$ cat config.mk
export PLATFORM = sky130hd
export DESIGN_NAME = multdiv_unit
export DESIGN_NICKNAME = d
export VERILOG_FILES = /design/src/rtl/multdiv_unit.sv
export SDC_FILE = /design/constraint.sdc
export NUM_CORES = 1
export LEC_CHECK = 0
export CAP_MARGIN = 20
export CORE_MARGIN = 3
export CORE_UTILIZATION = 50
export DETAILED_ROUTE_END_ITERATION = 10
export PLACE_DENSITY = 0.7
export REMOVE_ABC_BUFFERS = 1
export SLEW_MARGIN = 15
export SYNTH_ARGS = -nofsm -noshare
export SYNTH_HDL_FRONTEND = slang
export SYNTH_SLANG_ARGS = --single-unit
$ cat constraint.sdc
create_clock -name clk -period 16.2 [get_ports clk]
set_clock_uncertainty 0.1 [all_clocks]
set_input_delay 3.24 -clock clk [delete_from_list [all_inputs] [get_ports clk]]
set_output_delay 3.24 -clock clk [all_outputs]
set_load 0.05 [all_outputs]
$ cat src/rtl/multdiv_unit.sv
// Iterative 32-bit signed multiply/divide unit: radix-2 shift-add multiply and
// restoring divide on operand magnitudes, one iteration per clock over 32 cycles.
//
// state | meaning
// IDLE  | waiting for a start pulse
// RUN   | 32 iterations in flight, busy asserted
// DONE  | result/exception valid, data_ready asserted for one cycle
module multdiv_unit (
    input  logic        clk,
    input  logic        reset,
    input  logic        ctrl_mult,
    input  logic        ctrl_div,
    input  logic [31:0] data_a,
    input  logic [31:0] data_b,
    output logic [31:0] result,
    output logic        exception,
    output logic        data_ready,
    output logic        busy
);

    typedef enum logic [1:0] {IDLE, RUN, DONE} state_t;

    state_t      state, state_nxt;
    logic [5:0]  cnt;
    logic        is_mult;
    logic        neg;
    logic [31:0] op_b;
    logic [32:0] acc_hi;
    logic [31:0] acc_lo;

    logic        start, div_zero, fin;
    logic [31:0] mag_a, mag_b;
    logic [32:0] add_sum, hi_sel, rem_sh, diff;
    logic [64:0] shifted;
    logic [32:0] hi_nxt;
    logic [31:0] lo_nxt;
    logic [63:0] prod_mag, prod;
    logic [31:0] quo;
    logic [31:0] res_fin;
    logic        exc_fin;

    always_comb begin
        start     = (state != RUN) && (ctrl_mult || ctrl_div);
        div_zero  = start && !ctrl_mult && (data_b == 32'd0);
        fin       = (state == RUN) && (cnt == 6'd31);
        state_nxt = state;
        case (state)
            IDLE:    if (start) state_nxt = div_zero ? DONE : RUN;
            RUN:     if (fin) state_nxt = DONE;
            DONE:    state_nxt = start ? (div_zero ? DONE : RUN) : IDLE;
            default: state_nxt = IDLE;
        endcase
    end

    always_ff @(posedge clk or negedge reset) begin
        if (!reset) state <= IDLE;
        else        state <= state_nxt;
    end

    always_comb begin
        mag_a = data_a[31] ? -data_a : data_a;
        mag_b = data_b[31] ? -data_b : data_b;

        // multiply: conditional add of the multiplicand, then shift {hi,lo} right
        add_sum = acc_hi + {1'b0, op_b};
        hi_sel  = acc_lo[0] ? add_sum : acc_hi;
        shifted = {hi_sel, acc_lo} >> 1;

        // divide: remainder stays below the divisor, so bit 32 of diff is a valid borrow
        rem_sh  = {acc_hi[31:0], acc_lo[31]};
        diff    = rem_sh - {1'b0, op_b};

        if (is_mult) begin
            hi_nxt = shifted[64:32];
            lo_nxt = shifted[31:0];
        end else if (!diff[32]) begin
            hi_nxt = diff;
            lo_nxt = {acc_lo[30:0], 1'b1};
        end else begin
            hi_nxt = rem_sh;
            lo_nxt = {acc_lo[30:0], 1'b0};
        end

        prod_mag = {hi_nxt[31:0], lo_nxt};
        prod     = neg ? -prod_mag : prod_mag;
        quo      = neg ? -lo_nxt : lo_nxt;

        if (is_mult) begin
            res_fin = prod[31:0];
            exc_fin = prod[63:32] != {32{prod[31]}};
        end else begin
            res_fin = quo;
            exc_fin = !neg && lo_nxt[31];
        end
    end

    always_ff @(posedge clk or negedge reset) begin
        if (!reset) begin
            cnt       <= '0;
            is_mult   <= 1'b0;
            neg       <= 1'b0;
            op_b      <= '0;
            acc_hi    <= '0;
            acc_lo    <= '0;
            result    <= '0;
            exception <= 1'b0;
        end else if (start) begin
            cnt     <= '0;
            is_mult <= ctrl_mult;
            neg     <= data_a[31] ^ data_b[31];
            op_b    <= ctrl_mult ? mag_a : mag_b;
            acc_hi  <= '0;
            acc_lo  <= ctrl_mult ? mag_b : mag_a;
            if (div_zero) begin
                result    <= '0;
                exception <= 1'b1;
            end
        end else if (state == RUN) begin
            cnt    <= cnt + 6'd1;
            acc_hi <= hi_nxt;
            acc_lo <= lo_nxt;
            if (fin) begin
                result    <= res_fin;
                exception <= exc_fin;
            end
        end
    end

    assign data_ready = (state == DONE);
    assign busy       = (state == RUN);

endmodule

==> qor.yml <==
status: "finished clean"
start_util_pct: 51.5
port_buffers: 102
cts_resized: 0
dr.pass1.iters: 9
syn_to_final_growth_pct: 12.4
num_vias: 15448
setup_viol: 0
clock_latency_ns: 0.44
use_met2_pct: 53.5
nNetsFinal: 2041
drt-initial-drc-count: 1867
critPathArrivalTime_ns: 8.73
crit_required_ns: 16.41
p_per_area_nw_per_um2: 257
grt_max_degree: 74
viasPerCell: 6.74
r2r-start: "acc_lo[31]"
dp_hpwl_mm: 39.6
synth-seq-cells: 140
die_area_um2: 31100
worst_slack_ns: 7.67
period_share_pct: 52.6
grt_busiest_layer: "met2"
cts.htree.levels: 4
reg2reg_depth: 35
wl_mm: 53.1
num_rows: 61
maxSlewViolCount: 0
async_flop_share_pct: 100
hold_depth: 2
place_congestion: 0.992
cts_post_setup_buffers_inserted: 0
period_minus_slack_ns: 8.53
ctsHoldBuffers: 0
rrSetupSlack_ns: 7.67
overflow: 0
fin_setup_tns_ns: 0
wl_per_cell_um: 23.1
max_clock_freq_mhz: 117
worst_setup_path_start_kind: "flip-flop"
syn_avg_cell_area_um2: 7.74
drv_cap: 0
cts_buffer_depth: 2
ys.flop_type: "dfrtp_1"
ys_seq_area_share_pct: 24.1
fp.dieH_um: 176
power.leakage_nw: 6.66
gr-usage-met3_pct: 4.71
crit_buf_inv: 4
ir_worst_vdd_mv: 0.236
clockRootBuffer: "clkbuf_16"
worstSetupEndpointType: "flip-flop"
yosys_warnings: 0
grt_util_all_layers_pct: 33.6
cts_tree: "yes"
rsz0062_at_grt: "false"
antennaDiodeCount: 0
drive_gt1_share_pct: 5.69
finalHoldViolCount: 0
die_w_um: 176
grt_pass1_vias: 14422
synth_top_area_share_pct: 24.1
clk_pin_slew_ns: 0.07
worstMarginPinSlew_ns: 1.11
synth_area_um2: 14500
synth_top_area_cell: "dfrtp_1"
synth_common_cells: "nand2_1 (206), a21oi_1 (144), dfrtp_1 (140)"
yosysMostFrequentCell: "nand2_1"
slew_headroom_pct: 25.2
synth.distinct_cells: 87
clock_sinks: 140
nFillCells: 2649
drc: 0
r2r_end: "exception"
min-delay-path-class: "reg2reg"
slowest_stage: "o2111ai_1"
use_met1_pct: 47.4
synth-edff-count: 0
synth.area.top_cells: "dfrtp_1 (24%), ha_1 (5.9%), nand2_1 (5.3%)"
syn_inst: 1877
critPathMaxFanout: 41
core_area_um2: 28200
ant_nets: 0
antenna_found_initial: 0
worstHoldStart: "result[1]"
crit_family: "compound AO/OA/AOI/OAI gates"
crit_type: "reg2reg"
dp_slack_ns: 7.96
ios: 103
cp_slowest_stage_delay_ns: 0.52
grt_pass1_wl_mm: 82.5
whs_endpoint: "result[1]"
cts-buffers-inserted: 17
## cell type report
cell class	instances	area, µm²	area share, %
Inverter	76	285	1.75
Clock buffer	17	425	2.60
Tap cell	378	473	2.90
Multi-Input combinational cell	1544	10300	63.2
Clock inverter	15	150	0.919
Sequential cell	140	3510	21.5
Timing Repair Buffer	123	1170	7.19
## stage by stage
step | util (%) | instance area [µm²] | power [mW] | hold slack, ns | instances
3_3_place_gp | 55.8 | 15800 | 3.68 | 0.359 | 2261
4_1_cts | 57.9 | 16300 | 4.12 | 0.385 | 2293
5_1_grt | 57.9 | 16300 | 4.47 | 0.412 | 2293
3_5_place_dp | 55.8 | 15800 | 3.70 | 0.369 | 2261
2_1_floorplan | - | 14100 | 2.78 | 0.353 | 1760
6_report | 57.9 | 16300 | 4.19 | 0.383 | 2293
## placed cells by master, fill, tap and decap left out, drive strengths merged, types with 35 or more instances in the layout
cell type and count:
xnor2 60, mux2i 43, o22ai 35, ha 69, dfrtp 140, a21oi 145
clkdlybuf4s50 100, nand2 206, xor2 79, inv 84, nand3 44, o31ai 68
o21ai 126, nor3 44, nor2 123
## state kept, by name, indices dropped and copies added, names as in the netlist
register / flops
acc_hi: 33
acc_lo: 32
op_b: 32
result: 32
cnt: 6
state: 2
exception: 1
is_mult: 1
neg: 1
## power breakdown
part           switching (mW)  internal (mW)
clock network           0.184          0.217
registers               0.177          0.506
logic                    2.04           1.07
## worst max-delay path by stage
stage	from	endpoint	slack [ns]	cells after the start
final	acc_lo[31]	exception	7.67	35
after CTS	acc_lo[31]	exception	7.92	35
after global placement	acc_lo[31]	exception	8.03	31
after global routing	acc_lo[31]	exception	6.98	35
after floorplan	data_b[13]	result[10]	8.44	9
after detailed placement	acc_lo[31]	exception	7.96	35
## per-layer routing
| metal | part of all wire [%] | up-vias |
|---|---|---|
| li1 | - | 7126 |
| met1 | 43 | 7424 |
| met2 | 46 | 793 |
| met3 | 8.4 | 105 |
| met4 | 2.9 | 0 |
| met5 | 0 | - |
## logic make-up (layout without fill, tap and decap cells)
family / count (synthesis) / after routing / synth area share [%]
muxes: 56 / 56 / 3.97
AOI/OAI and AO/OA: 686 / 686 / 32.5
and+or+nand+nor: 592 / 592 / 19.7
DFF: 140 / 140 / 24.1
xor gates and xnor gates: 139 / 139 / 8.38
adders and majority gates: 71 / 71 / 6.22
buffers and inverters: 193 / 231 / 5.11
## worst reg2reg max path: cells and delay by family, from the launching register on
family / cells / cell delay, ns
AO/OA/AOI/OAI: 14 / 3.34
adder cells (fa/ha/maj): 4 / 0.95
buffers and inverters: 4 / 0.82
flip-flops: 1 / 0.39
multiplexers: 1 / 0.21
AND/OR/NAND/NOR: 12 / 2.62
Note: power is estimated with default switching activity, not from simulation.
